[config.mk]
export PLATFORM = sky130hd
export DESIGN_NAME = mutative_mem_arbiter
export DESIGN_NICKNAME = d
export VERILOG_FILES = /design/src/rtl/mutative_mem_arbiter.sv
export SDC_FILE = /design/constraint.sdc
export NUM_CORES = 1
export LEC_CHECK = 0
export ABC_AREA = 0
export ABC_CLOCK_PERIOD_IN_PS = 2300
export CORE_AREA = 2 2 647 649
export DETAILED_ROUTE_END_ITERATION = 12
export DIE_AREA = 0 0 649 651
export GPL_TIMING_DRIVEN = 0
export SLEW_MARGIN = 0
export SYNTH_ARGS = -nofsm -noshare
export SYNTH_HDL_FRONTEND = slang
export SYNTH_SLANG_ARGS = --single-unit
export TNS_END_PERCENT = 20
[constraint.sdc]
create_clock -name clk -period 2.3 [get_ports clk]
set_input_delay 0.345 -clock clk [delete_from_list [all_inputs] [get_ports clk]]
set_output_delay 0.345 -clock clk [all_outputs]
set_load 0.03 [all_outputs]
[src/rtl/mutative_mem_arbiter.sv]
// Two-requester line memory arbiter (I-cache / D-cache) with a registered grant FSM.
// Define MUTATIVE_ARB_RR_EN for round-robin tie-breaking; default is D-side fixed priority.
module mutative_mem_arbiter #(
  parameter int ADDR_WIDTH = 32,
  parameter int LINE_WIDTH = 256
) (
  input  logic                  clk,
  input  logic                  rst_n,
  input  logic [ADDR_WIDTH-1:0] i_addr,
  input  logic                  i_read,
  input  logic                  i_write,
  input  logic [LINE_WIDTH-1:0] i_wdata,
  output logic [LINE_WIDTH-1:0] i_rdata,
  output logic                  i_resp,
  input  logic [ADDR_WIDTH-1:0] d_addr,
  input  logic                  d_read,
  input  logic                  d_write,
  input  logic [LINE_WIDTH-1:0] d_wdata,
  output logic [LINE_WIDTH-1:0] d_rdata,
  output logic                  d_resp,
  output logic [ADDR_WIDTH-1:0] mem_addr,
  output logic                  mem_read,
  output logic                  mem_write,
  output logic [LINE_WIDTH-1:0] mem_wdata,
  input  logic [LINE_WIDTH-1:0] mem_rdata,
  input  logic                  mem_resp,
  output logic                  arb_err
);

  typedef enum logic [1:0] {
    IDLE    = 2'd0,
    GRANT_I = 2'd1,
    GRANT_D = 2'd2
  } state_e;

  state_e state_q, state_d;
  logic   arb_err_q, arb_err_d;
  logic   i_req, d_req;
  logic   tie_pick_d;

  assign i_req = i_read | i_write;
  assign d_req = d_read | d_write;

`ifdef MUTATIVE_ARB_RR_EN
  // last_d_q = 1 means the D side held the most recent grant.
  logic last_d_q, last_d_d;

  assign tie_pick_d = ~last_d_q;

  always_comb begin
    last_d_d = last_d_q;
    if (state_q == IDLE) begin
      if (state_d == GRANT_D) begin
        last_d_d = 1'b1;
      end else if (state_d == GRANT_I) begin
        last_d_d = 1'b0;
      end
    end
  end

  always_ff @(posedge clk or negedge rst_n) begin
    if (!rst_n) begin
      last_d_q <= 1'b1;
    end else begin
      last_d_q <= last_d_d;
    end
  end
`else
  assign tie_pick_d = 1'b1;
`endif

  always_comb begin
    state_d   = state_q;
    arb_err_d = arb_err_q;
    case (state_q)
      IDLE: begin
        if (mem_resp) begin
          arb_err_d = 1'b1;
        end
        if (i_req && d_req) begin
          state_d = tie_pick_d ? GRANT_D : GRANT_I;
        end else if (d_req) begin
          state_d = GRANT_D;
        end else if (i_req) begin
          state_d = GRANT_I;
        end
      end
      GRANT_I: begin
        if (i_read && i_write) begin
          arb_err_d = 1'b1;
        end
        if (mem_resp) begin
          state_d = IDLE;
        end
      end
      GRANT_D: begin
        if (d_read && d_write) begin
          arb_err_d = 1'b1;
        end
        if (mem_resp) begin
          state_d = IDLE;
        end
      end
      default: state_d = IDLE;
    endcase
  end

  always_ff @(posedge clk or negedge rst_n) begin
    if (!rst_n) begin
      state_q   <= IDLE;
      arb_err_q <= 1'b0;
    end else begin
      state_q   <= state_d;
      arb_err_q <= arb_err_d;
    end
  end

  // Datapath is purely combinational from the registered owner, so reset zeroes it at once.
  always_comb begin
    mem_addr  = '0;
    mem_read  = 1'b0;
    mem_write = 1'b0;
    mem_wdata = '0;
    i_rdata   = '0;
    i_resp    = 1'b0;
    d_rdata   = '0;
    d_resp    = 1'b0;
    case (state_q)
      GRANT_I: begin
        mem_addr  = i_addr;
        mem_read  = i_read;
        mem_write = i_write;
        mem_wdata = i_wdata;
        i_rdata   = mem_rdata;
        i_resp    = mem_resp;
      end
      GRANT_D: begin
        mem_addr  = d_addr;
        mem_read  = d_read;
        mem_write = d_write;
        mem_wdata = d_wdata;
        d_rdata   = mem_rdata;
        d_resp    = mem_resp;
      end
      default: ;
    endcase
  end

  assign arb_err = arb_err_q;

endmodule

==> metrics, run 1 <==
Leak Pwr approximately 13 nW; kind of critical path reg -> out; final WL approximately 460000 um; commonest non-fill, non-tap cells in the layout clkdlybuf4s50_1, and2_1, dlygate4sd2_1; Die ar. roughly 420000 um2; net count reported at finish about 3900; Synth Instances about 1300; CTS Hold Bufs 0; Core Region around 420000 um2; status finished, violations left; Synth Flop Type dfrtp_1; Die Ht about 650 um; initial antenna violation count roughly 600; clock sink total 3; number of distinct library cells after synthesis 17; GRT overflow 0; FF+latch area 77.6 um2; failing checks setup timing; Ys Warns 0; Worst setup SP type flop; final setup margin -0.522 ns; VDD IR-drop max about 0.00055 V; # setup viols final 754; cell-internal power roughly 15 mW; Root Driver clkbuf_16; CTS clk-pin slew, worst paths approximately 0.030 ns; routed vias/inst 2.45; count of flip-flops with a built-in enable after synthesis 0; die width 649 um; Clock Latency Late Sink between 0.2 and 0.25 ns; dpl hpwl approximately 430000 um; max-slew violations 0; total power draw around 42 mW; layout cell share with drive strength beyond 1 0.287; most common cell after layout, fill and taps aside clkdlybuf4s50_1; dpl cell area between 30000 and 40000 um2; cell area power density ~1200 nW/um2; routability cong. roughly 1.1; drt wl/cell about 53 um; Iter 0 DRT Violations between 1000 and 1500; skew final 0.000444 ns; placed cell count about 8400; P&R area growth vs syn 334%; first-pass GRT wire length about 500000 um; total CTS buffers 3; NetSw ~27 mW; Post-Syn Area per Cell ~6.4 um2; CTS H-tree depth 1; Final ANT Viol Nets 0; Cell Count, Final, Fillers Out about 8700; Logic pwr share 0.991; Max Fclk around 0.35 GHz; Row Count ~240; TritonRoute pass-1 iters 5; final clock period utilization by the worst path 1.23; switch share 0.644; Clk pwr share 0.007; drt drc 0; maximum number of pins on one net before global-route repair 12; Synth Net Count roughly 2100; WP data required between 1.5 and 2 ns; PortBufs between 1500 and 2000; Final Cell Area approximately 35000 um2; number of global-route vias before repair approximately 18000; CTS tree built; Worst Tran Pin Value around 1.1 ns; max-cap violations 0; GRT Total Usage 0.205; Worst Path Arrival approximately 2.5 ns; number of synthesized register bits 3; CTS Buffer Depth 2; Initial Utilization 0.0196; Crit. End Element primary output; CP Max Fanout 10; RSZ-0062 raised after global routing yes; Layout fillers ~49000; sequential area share after synthesis 0.00920; Rel. slew slack 0.287; Synth async-reset ratio 1.00; hold crit path type in -> async; Hold Vio Cnt, Final 0; synthesized cell area between 8000 and 9000 um2; io pins 1644; area of the multi-input gates 8250 um2; sequential share of power 0.002; Via Count approximately 21000; min Tclk post-route approximately 2.8 ns
-- critical path, stage by stage, from the launching register on --
cell,delay [ns]
dfrtp_2,0.43
buf_12,0.15
ha_4,0.19
buf_12,0.17
buf_16,0.17
buf_12,0.17
a22oi_2,0.57
nor2b_1,0.13
buf_4,0.22
-- synthesized netlist by cell type (all sizes together), types with 2 or more instances --
master / count / area (um2)
a22oi: 290 / 2180
and2: 514 / 3220
inv: 3 / 11.3
nand2: 3 / 11.3
ha: 5 / 62.6
clkbuf: 66 / 265
o21ai: 2 / 10.0
dfrtp: 3 / 75.1
buf: 87 / 468
a21oi: 2 / 10.0
nor2b: 292 / 1830
nor2: 2 / 7.51
-- power groups by stage --
stage / Sequential (mW) / Clock, mW / Combinational (mW)
floorplan: 0.0803 / 0 / 15.1
global placement: 0.0905 / 0 / 37.0
detailed placement: 0.0918 / 0 / 37.1
CTS: 0.0889 / 0.284 / 37.9
global route: 0.101 / 0.287 / 43.3
finish: 0.0985 / 0.277 / 42.0
-- stage by stage --
| step | setup TNS, ns | hold WS [ns] | util | setup slack [ns] |
|---|---|---|---|---|
| after global routing | -229.01 | 0.351 | 0.0847 | -0.501 |
| after CTS | -273.80 | 0.352 | 0.0779 | -0.523 |
| after global placement | -1401.86 | 0.453 | 0.0758 | -2.97 |
| after floorplan | 0 | 0.0494 | - | 0.272 |
| final | -181.18 | 0.352 | 0.0852 | -0.522 |
| after detailed placement | -1345.39 | 0.453 | 0.0759 | -2.51 |
-- flip-flops by register name, indices dropped and copies added (netlist names) --
register / flops
arb_err: 1
state_q: 2
-- routing by layer --
layer,vias up,part of all wire,global-route usage
met3,1012,0.14,0.123
met4,286,0.041,0.0602
met1,9716,0.33,0.196
met5,-,0.0047,0.00385
met2,2347,0.49,0.367
li1,8022,-,-
-- cells by family after synthesis --
logic type,share of synthesized area
flip-flops,0.00920
buffers and inverters,0.0912
adder cells (fa/ha/maj),0.00766
AO/OA/AOI/OAI,0.272
AND/OR/NAND/NOR,0.620
-- layout make-up --
cell class,instances,share of cell area
timing repair buffer,1737,0.497
multi-input combinational,1113,0.233
tap,5497,0.194
buffer,147,0.0565
antenna,207,0.0146
clock buffer,4,0.00223
sequential,3,0.00219
inverter,3,0.000530
-- what timing repair did --
| action | in CTS | in global routing |
|---|---|---|
| pin swaps | 25 | 39 |
| setup endpoints to repair | 807 | 789 |
| gates resized for setup | 2196 | 1226 |
| buffers inserted | 11 | 57 |
| gates cloned | 3 | 20 |
-- worst paths after layout --
check | from | end | slack (ns) | cells after the start
setup reg to reg | state_q[0]$_DFFE_PN0P_ | state_q[0]$_DFFE_PN0P_ | 0.37 | 7
max in group asynchronous | rst_n | state_q[1]$_DFFE_PN0P_ | 1.78 | 1
hold / removal | rst_n | state_q[0]$_DFFE_PN0P_ | 0.35 | 1
min in group clk | arb_err$_DFFE_PN0P_ | arb_err$_DFFE_PN0P_ | 0.45 | 1
hold reg to reg | arb_err$_DFFE_PN0P_ | arb_err$_DFFE_PN0P_ | 0.45 | 1
setup / recovery | state_q[1]$_DFFE_PN0P_ | mem_wdata[185] | -0.52 | 8
Power figures use the tool's default switching activity.
==> inputs of run 2 (changes only) <==
- ABC_CLOCK_PERIOD_IN_PS: 2300 -> 3100
- CORE_AREA: 2 2 647 649 -> 2 2 643 645
- DIE_AREA: 0 0 649 651 -> 0 0 645 647
- clock period: 2.3 -> 3.1 ns (I/O delays scaled with it)
==> run 2 against run 1 <==
- the run still ends with setup timing left
- clock skew up 0.00085 ns
- sequential share of layout area barely moved
- first-iteration DRC count increased by 6.4%
- total power shrank 35%
- cell count shrank 0.98%
- routed wire length is essentially flat
==> metrics, run 2 (synthesized netlist as in run 1, its figures left out) <==
status finished, violations left; failing checks setup timing; Die ar. 417000 um2; TritonRoute pass-1 iters 5; GRT overflow 0; clock sink total 3; commonest non-fill, non-tap cells in the layout clkdlybuf4s50_1, and2_1, nor2b_1; P&R area growth vs syn 297%; first-pass GRT wire length between 400000 and 500000 um; CTS clk-pin slew, worst paths 0.03 ns; Die Ht about 650 um; cell area power density about 850 nW/um2; Final ANT Viol Nets 0; Iter 0 DRT Violations about 1500; crit path cell chain inv_1 > ha_1 > buf_6 > clkbuf_2 > a22oi_1 > nor2b_1 > clkdlybuf4s15_2; max-cap violations 0; number of global-route vias before repair 17900; CTS Hold Bufs 0; Crit. End Element primary output; max reg flops 2; dpl hpwl between 400000 and 500000 um; Hold Vio Cnt, Final 0; final setup margin -0.109 ns; PortBufs approximately 1600; Leak Pwr about 14 nW; min Tclk post-route ~3.2 ns; Largest Register state_q; kind of critical path reg -> out; Root Driver clkbuf_16; CTS H-tree depth 1; Clock Latency Late Sink ~0.23 ns; VDD IR-drop max roughly 0.00035 V; Rel. slew slack 0.361; CP max stage cell clkdlybuf4s15_2; # setup viols final 21; layout cell share with drive strength beyond 1 0.174; max-slew violations 0; hold crit path type in -> async; Row Count ~240; initial antenna violation count 580; net count reported at finish roughly 3800; drt drc 0; Via Count roughly 21000; Worst setup SP type flop; final WL roughly 460000 um; CTS tree built; routed vias/inst approximately 2.5; CTS Buffer Depth 2; io pins about 1600; CP max stage delay ~0.45 ns; final clock period utilization by the worst path 1.04; drt wl/cell ~53 um; Max Fclk slightly above 0.3 GHz; WP data required around 2.6 ns; RSZ-0062 raised after global routing yes; CP Max Fanout 10; die width approximately 650 um; most common cell after layout, fill and taps aside clkdlybuf4s50_1; Worst Tran Pin Value 0.962 ns; routability cong. ~1.1; skew final between 0.001 and 0.0015 ns; Layout fillers ~48000; maximum number of pins on one net before global-route repair 11; post-layout util 0.0788; Worst Path Arrival around 2.7 ns; Initial Utilization 0.0199; Cell Count, Final, Fillers Out approximately 8600; Core Region 411000 um2; total CTS buffers 3; GRT Total Usage 0.210; placed cell count 8389
## run 2: cell types whose count changed in the layout (fill, tap and decap cells not counted), moves of 37 or more
cell             before  now
clkdlybuf4s50_1     861  971
buf_4               108   37
a22oi_1             172  227
buf_12               92    0
a22oi_2             118   63
nor2b_1             254  291
dlymetal6s2s_1        0  239
and2_4               43    0
dlygate4sd2_1       356  103
clkbuf_2             27  137
buf_6               131   24
and2_1              471  514
## run 2: final timing paths
| path | start | to | slack, ns | depth (start not counted) |
|---|---|---|---|---|
| worst min-delay path | rst_n | state_q[0]$_DFFE_PN0P_ | 0.45 | 1 |
| max in group asynchronous | rst_n | state_q[1]$_DFFE_PN0P_ | 2.51 | 1 |
| min in group clk | arb_err$_DFFE_PN0P_ | arb_err$_DFFE_PN0P_ | 0.46 | 1 |
| worst min register to register | arb_err$_DFFE_PN0P_ | arb_err$_DFFE_PN0P_ | 0.46 | 1 |
| worst max register to register | state_q[0]$_DFFE_PN0P_ | arb_err$_DFFE_PN0P_ | 1.18 | 7 |
| worst max-delay path | state_q[0]$_DFFE_PN0P_ | mem_wdata[0] | -0.11 | 7 |
## run 2: per-layer routing
metal  GRT usage  part of all wire  vias up
met1       0.197              0.32     9684
met5     0.00474            0.0056        -
met2       0.371              0.49     2470
met3       0.134              0.14     1039
li1            -                 -     7887
met4      0.0685             0.044      276
## run 2: through the flow
step / total power, mW / hold WS [ns] / instance area, um2 / worst slack [ns] / TNS [ns]
2_1_floorplan: 11.3 / 0.169 / 8160 / 0.952 / 0
3_3_place_gp: 28.2 / 0.450 / 31500 / -2.28 / -669.25
3_5_place_dp: 28.2 / 0.463 / 31500 / -1.79 / -582.61
4_1_cts: 28.3 / 0.443 / 31800 / -0.250 / -47.40
5_1_grt: 28.4 / 0.451 / 32100 / -0.227 / -2.71
6_report: 27.6 / 0.446 / 32400 / -0.109 / -1.15
## run 2: what timing repair did
item,CTS,global route
setup endpoints to repair,804,546
pin swaps,6,2
gates resized for setup,1100,653
setup buffers,3,0
## run 2: final cells by class
| class | instances | area [um2] | share of cell area |
|---|---|---|---|
| Antenna cell | 230 | 576 | 0.0178 |
| Timing Repair Buffer | 1646 | 16000 | 0.495 |
| Buffer | 153 | 1110 | 0.0344 |
| Tap cell | 5474 | 6850 | 0.211 |
| Multi-Input combinational cell | 1113 | 7680 | 0.237 |
| Clock buffer | 4 | 78.8 | 0.00243 |
| Sequential cell | 3 | 75.1 | 0.00232 |
| Inverter | 3 | 11.3 | 0.000347 |
## run 2: worst max-delay path, delay by kind of cell, from the launching register on
kind / cells / cell delay [ns]
AND/OR/NAND/NOR: 1 / 0.21
buffers and inverters: 4 / 1.28
flip-flops: 1 / 0.39
adder cells (fa/ha/maj): 1 / 0.24
AO/OA/AOI/OAI: 1 / 0.32
## run 2: where the power goes
group	internal [mW]	switching [mW]	total (mW)	leakage [nW]
clock network	0.170	0.0392	0.209	0.0396
registers	0.0508	0.0117	0.0624	0.0341
logic	7.78	19.6	27.3	14.2
